## src/rtl/uart_rx_fifo.sv

```systemverilog
// UART 8N1 receiver with 16x oversampling, 3-sample majority vote per bit,
// a small byte FIFO presenting its head with a valid/pop handshake, and
// sticky frame-error / overrun flags cleared from the CPU side.
module uart_rx_fifo #(
   parameter int OVS_DIV = 325,
   parameter int DEPTH   = 4,
   parameter int CNT_W   = 3
) (
   input  logic             clk,
   input  logic             reset,
   input  logic             uart_rx,
   input  logic             rx_en,
   input  logic             rd_pop,
   input  logic             err_clr,
   output logic [7:0]       rx_data,
   output logic             rx_valid,
   output logic [CNT_W-1:0] rx_count,
   output logic             frame_err,
   output logic             overrun,
   output logic             busy
);

   localparam int DIV_W = (OVS_DIV > 1) ? $clog2(OVS_DIV) : 1;
   localparam int AW    = (DEPTH > 1) ? $clog2(DEPTH) : 1;

   typedef enum logic [1:0] {IDLE, START, DATA, STOP} state_t;

   state_t           state, state_next;
   logic             rx_meta, rx_s;
   logic [DIV_W-1:0] div_cnt;
   logic [3:0]       samp_idx;
   logic [2:0]       bit_idx;
   logic [7:0]       shift_reg;
   logic             v7, v8;
   logic             tick, maj, start_det;
   logic             push, ferr_set;
   logic [7:0]       mem [DEPTH];
   logic [AW-1:0]    wr_ptr, rd_ptr;
   logic [CNT_W-1:0] count;
   logic             full, pop, do_push, ovr_set;

   function automatic logic majority3(input logic a, input logic b, input logic c);
      return (a & b) | (a & c) | (b & c);
   endfunction

   assign tick      = (state != IDLE) && (div_cnt == DIV_W'(OVS_DIV - 1));
   assign maj       = majority3(v7, v8, rx_s);
   assign start_det = (state == IDLE) && rx_en && !rx_s;

   // Two-flop synchronizer for the asynchronous RX pin (idle level is high)
   always_ff @(posedge clk) begin
      if (reset) begin
         rx_meta <= 1'b1;
         rx_s    <= 1'b1;
      end else begin
         rx_meta <= uart_rx;
         rx_s    <= rx_meta;
      end
   end

   // FSM state register
   always_ff @(posedge clk) begin
      if (reset) state <= IDLE;
      else       state <= state_next;
   end

   // FSM next-state logic; rx_en low forces IDLE from any state
   always_comb begin
      state_next = state;
      if (!rx_en) begin
         state_next = IDLE;
      end else begin
         case (state)
            IDLE:    if (!rx_s) state_next = START;
            START: begin
               if (tick && samp_idx == 4'd9 && maj) state_next = IDLE;
               else if (tick && samp_idx == 4'd15)  state_next = DATA;
            end
            DATA:    if (tick && samp_idx == 4'd15 && bit_idx == 3'd7) state_next = STOP;
            STOP:    if (tick && samp_idx == 4'd9) state_next = IDLE;
            default: state_next = IDLE;
         endcase
      end
   end

   // FSM outputs: busy flag and the stop-bit decision (push or frame error)
   always_comb begin
      busy     = (state != IDLE);
      push     = 1'b0;
      ferr_set = 1'b0;
      if (state == STOP && rx_en && tick && samp_idx == 4'd9) begin
         push     = maj;
         ferr_set = !maj;
      end
   end

   // Tick divider and sample/bit counters; held at zero in IDLE and re-phased on start edge
   always_ff @(posedge clk) begin
      if (reset || state_next == IDLE || start_det) begin
         div_cnt  <= '0;
         samp_idx <= 4'd0;
         bit_idx  <= 3'd0;
      end else begin
         div_cnt <= tick ? '0 : div_cnt + DIV_W'(1);
         if (tick) samp_idx <= samp_idx + 4'd1;
         if (tick && state == DATA && samp_idx == 4'd15) bit_idx <= bit_idx + 3'd1;
      end
   end

   // Mid-bit samples for the vote and the LSB-first shift register
   always_ff @(posedge clk) begin
      if (tick && samp_idx == 4'd7) v7 <= rx_s;
      if (tick && samp_idx == 4'd8) v8 <= rx_s;
      if (tick && state == DATA && samp_idx == 4'd9) shift_reg <= {maj, shift_reg[7:1]};
   end

   assign full    = (count == CNT_W'(DEPTH));
   assign pop     = rd_pop && (count != '0);
   assign do_push = push && (!full || pop);
   assign ovr_set = push && full && !pop;

   // FIFO storage; on full with simultaneous pop the write reuses the slot being vacated
   always_ff @(posedge clk) begin
      if (do_push) mem[wr_ptr] <= shift_reg;
   end

   // FIFO pointers and exact occupancy
   always_ff @(posedge clk) begin
      if (reset) begin
         wr_ptr <= '0;
         rd_ptr <= '0;
         count  <= '0;
      end else begin
         if (do_push) wr_ptr <= wr_ptr + AW'(1);
         if (pop)     rd_ptr <= rd_ptr + AW'(1);
         if (do_push && !pop)      count <= count + CNT_W'(1);
         else if (pop && !do_push) count <= count - CNT_W'(1);
      end
   end

   // Sticky error flags; a set event outranks a simultaneous clear
   always_ff @(posedge clk) begin
      if (reset) begin
         frame_err <= 1'b0;
         overrun   <= 1'b0;
      end else begin
         frame_err <= ferr_set | (frame_err & !err_clr);
         overrun   <= ovr_set  | (overrun   & !err_clr);
      end
   end

   assign rx_data  = (count != '0) ? mem[rd_ptr] : 8'h00;
   assign rx_valid = (count != '0);
   assign rx_count = count;

endmodule
```

## config.mk

```make
export PLATFORM = sky130hd
export DESIGN_NAME = uart_rx_fifo
export DESIGN_NICKNAME = d
export VERILOG_FILES = /design/src/rtl/uart_rx_fifo.sv
export SDC_FILE = /design/constraint.sdc
export NUM_CORES = 1
export LEC_CHECK = 0
export CORE_MARGIN = 10
export CORE_UTILIZATION = 29
export DETAILED_ROUTE_END_ITERATION = 12
export MAX_ROUTING_LAYER = met4
export PLACE_DENSITY = 0.48
export SYNTH_ARGS = -nofsm -noshare
export SYNTH_HDL_FRONTEND = slang
export SYNTH_SLANG_ARGS = --single-unit
```

## constraint.sdc

```tcl
create_clock -name clk -period 3.8 [get_ports clk]
set_clock_uncertainty 0.15 [all_clocks]
set_input_delay 0.38 -clock clk [delete_from_list [all_inputs] [get_ports clk]]
set_output_delay 0.38 -clock clk [all_outputs]
set_load 0.05 [all_outputs]
```

==> run_results.csv <==
group,metric,value,unit
worst_setup_path,start_kind,"register",
floorplanning,die_area,15300,sq um
route,drc_errors,0,
power_and_ir_drop,ir_drop,0.184,mV
route,via_per_inst,4.40,
run,max_cap_violations,0,
clock_tree,ctsResizeCount,0,
clock_tree,cts-root-buf,"clkbuf_8",
sta,worst_pin_slew,0.781,ns
route,dr.first_iter.drc_count,47,
logic_synthesis,syn-num-nets,240,
clock_tree,holdBufCountCts,0,
placed_design,place_ws,0.753,ns
power_and_ir_drop,powerDensity,389,nW/um^2
route,dr.pass1.iters,4,
clock_tree,htreeDepth,3,
route,wire_per_inst,13.5,microns
worst_setup_path,worstPathRequired,3.92,ns
sta,timing.final.hold_violations,0,
placed_design,numPortBuffers,20,
sta,fmax,0.329,GHz
clock_tree,clock_latency,0.34,ns
worst_setup_path,end_kind,"register",
placed_design,gp_congestion,0.762,
floorplanning,core-area,10400,sq um
grt,grt_pass1_vias,1721,
grt,grt_max_degree,17,
hold_path,min_path_type,"register to register",
route,drt_wl_total,5210,microns
clock_tree,cts_setup_buffers,0,
clock_tree,worst_setup_hold_path_clk_slew,0.08,ns
logic_synthesis,synth_top_cell_by_area,"edfxtp_1",
power_and_ir_drop,power_leakage,1.17,nW
finish,diodes,0,
route,dr_total_vias,1698,
logic_synthesis,synth_cells,221,
finish,final_nets,264,
sta,period_minus_slack,3.04,ns
finish,largest_register_ffs,32,
logic_synthesis,ys_seq_area_share,60.5,%
floorplanning,ios,21,
grt,grt_usage,7.42,%
placed_design,placedInstanceArea,3440,sq um
logic_synthesis,ys_seq_elements,73,
logic_synthesis,netlist.area_leader.share,40.6,%
floorplanning,start_util,30.0,%
sta,relSlewSlack,47.8,%
sta,fin_ws,0.758,ns
logic_synthesis,netlist_top_cells_count,"42 x edfxtp_1, 31 x dfxtp_1, 21 x nor2_1",
floorplanning,die_h,124,microns
sta,slew_viol_final,0,
clock_tree,cts-buffers-inserted,9,
logic_synthesis,yosys_most_used_dff,"edfxtp_1",
worst_setup_path,cp_slowest_cell,"nor4b_4",
finish,post-route-util,34.9,%
grt,grt_antenna_before_repair,0,
logic_synthesis,synth-edff-count,42,
floorplanning,chipWidth,124,microns
placed_design,dp_hpwl,3520,microns
sta,setup_tns,0,ns
outcome,status,"complete, no violations",
sta,fin_crit_sh,80.1,%
clock_tree,clock_path_buffers,2,
logic_synthesis,synth_area_per_cell,14.1,sq um
logic_synthesis,synthTopCellsByArea,"edfxtp_1 41%, dfxtp_1 20%, mux4_2 5.8%, ha_1 4.8%, xor2_1 3.7%",
worst_setup_path,path_buf_inv,2,
clock_tree,cts_tree,"yes",
worst_setup_path,arrival,3.16,ns
sta,rsz0062_at_grt,"false",
floorplanning,num_rows,37,
worst_setup_path,critPathKind,"register to register",
logic_synthesis,synth_warnings,0,
worst_setup_path,worst_path_largest_cell_delay,0.50,ns
sta,finalSetupViolCount,0,
worst_setup_path,critPathMaxFanout,7,
finish,area_delta_synth_final,16.4,%
logic_synthesis,yosysMostFrequentCell,"edfxtp_1",
route,ant_nets,0,
power_and_ir_drop,power,1.41,mW
logic_synthesis,synth_cell_types,43,
grt,grt_pass1_wl,8560,microns
logic_synthesis,synth-async-reset-ratio,0,%
logic_synthesis,synth_area,3110,sq um
clock_tree,clock-sinks,73,
finish,fin_area,3620,sq um
worst_setup_path,cp_cell_sequence,"inv_1 > ha_1 > and4b_2 > nand4_4 > nor4b_4 > ha_1 > inv_1 > fa_1 > xor2_1 > or3_1 > a21oi_1",
worst_setup_path,critPathTopFamily,"simple AND/OR/NAND/NOR gates",
finish,drive_above_1_share,17.6,%
grt,overflow,0,
## per-stage QoR
step	hold slack (ns)	cells
floorplan	0.239	221
global placement	0.245	370
detailed placement	0.249	370
CTS	0.271	386
global route	0.275	386
finish	0.266	386
## final cells by class
class / instances / area [sq um]
timing repair buffer: 20 / 200
clock buffer: 9 / 124
fill: 1025 / 6750
sequential: 73 / 1880
inverter: 7 / 26.3
clock inverter: 7 / 58.8
multi-input combinational: 134 / 1160
tap: 136 / 170
## per-layer routing
layer | vias up | GRT usage [%] | wire [microns]
met4 | 0 | 2.84 | 47
li1 | 851 | - | -
met3 | 5 | 2.69 | 240
met5 | - | - | 0
met1 | 819 | 8.19 | 2290
met2 | 23 | 12.1 | 2630
## kinds of logic (layout without fill, tap and decap cells)
logic type / after synthesis / count (layout) / share of synthesized area, %
flops: 73 / 73 / 60.5
fa+ha+maj: 14 / 14 / 5.80
buf+inv: 14 / 43 / 2.21
compound gates: 10 / 10 / 2.70
xor+xnor: 16 / 16 / 4.51
simple gates: 81 / 81 / 16.8
mux: 13 / 13 / 7.41
## layout by cell type (no fill, tap or decap), types with 3 or more instances in the layout
cell type,count
nor3_1,5
nand2_1,4
inv_1,7
ha_1,12
mux4_2,8
nand4_1,4
edfxtp_1,42
clkbuf_8,9
and3_2,3
nand2b_1,3
mux2i_1,5
clkdlybuf4s50_1,20
and2_1,14
inv_6,4
dfxtp_1,31
nand3_1,7
xnor2_1,3
nor2_1,21
xor2_1,13
a21oi_1,4
## worst register-to-register path: stages (launching register included)
cell and delay [ns]:
dfxtp_1 0.37, inv_1 0.08, ha_1 0.13, and4b_2 0.30, nand4_4 0.15, nor4b_4 0.50, ha_1 0.26, inv_1 0.06
fa_1 0.37, xor2_1 0.18, or3_1 0.30, a21oi_1 0.14
## power breakdown
| part | switching, mW | internal [mW] | leakage [nW] |
|---|---|---|---|
| clock network | 0.314 | 0.247 | 0.0872 |
| logic | 0.00896 | 0.00943 | 0.500 |
| registers | 0.00151 | 0.827 | 0.579 |
| total | 0.324 | 1.08 | 1.17 |
## path summary, 6_finish.rpt
check	startpoint	end	slack, ns	cells after the start
max	div_cnt[0]	rx_count[2]	0.76	11
min	rx_meta	rx_s	0.27	1
max reg2reg	div_cnt[0]	rx_count[2]	0.76	11
min reg2reg	rx_meta	rx_s	0.27	1
Power figures use the tool's default switching activity.
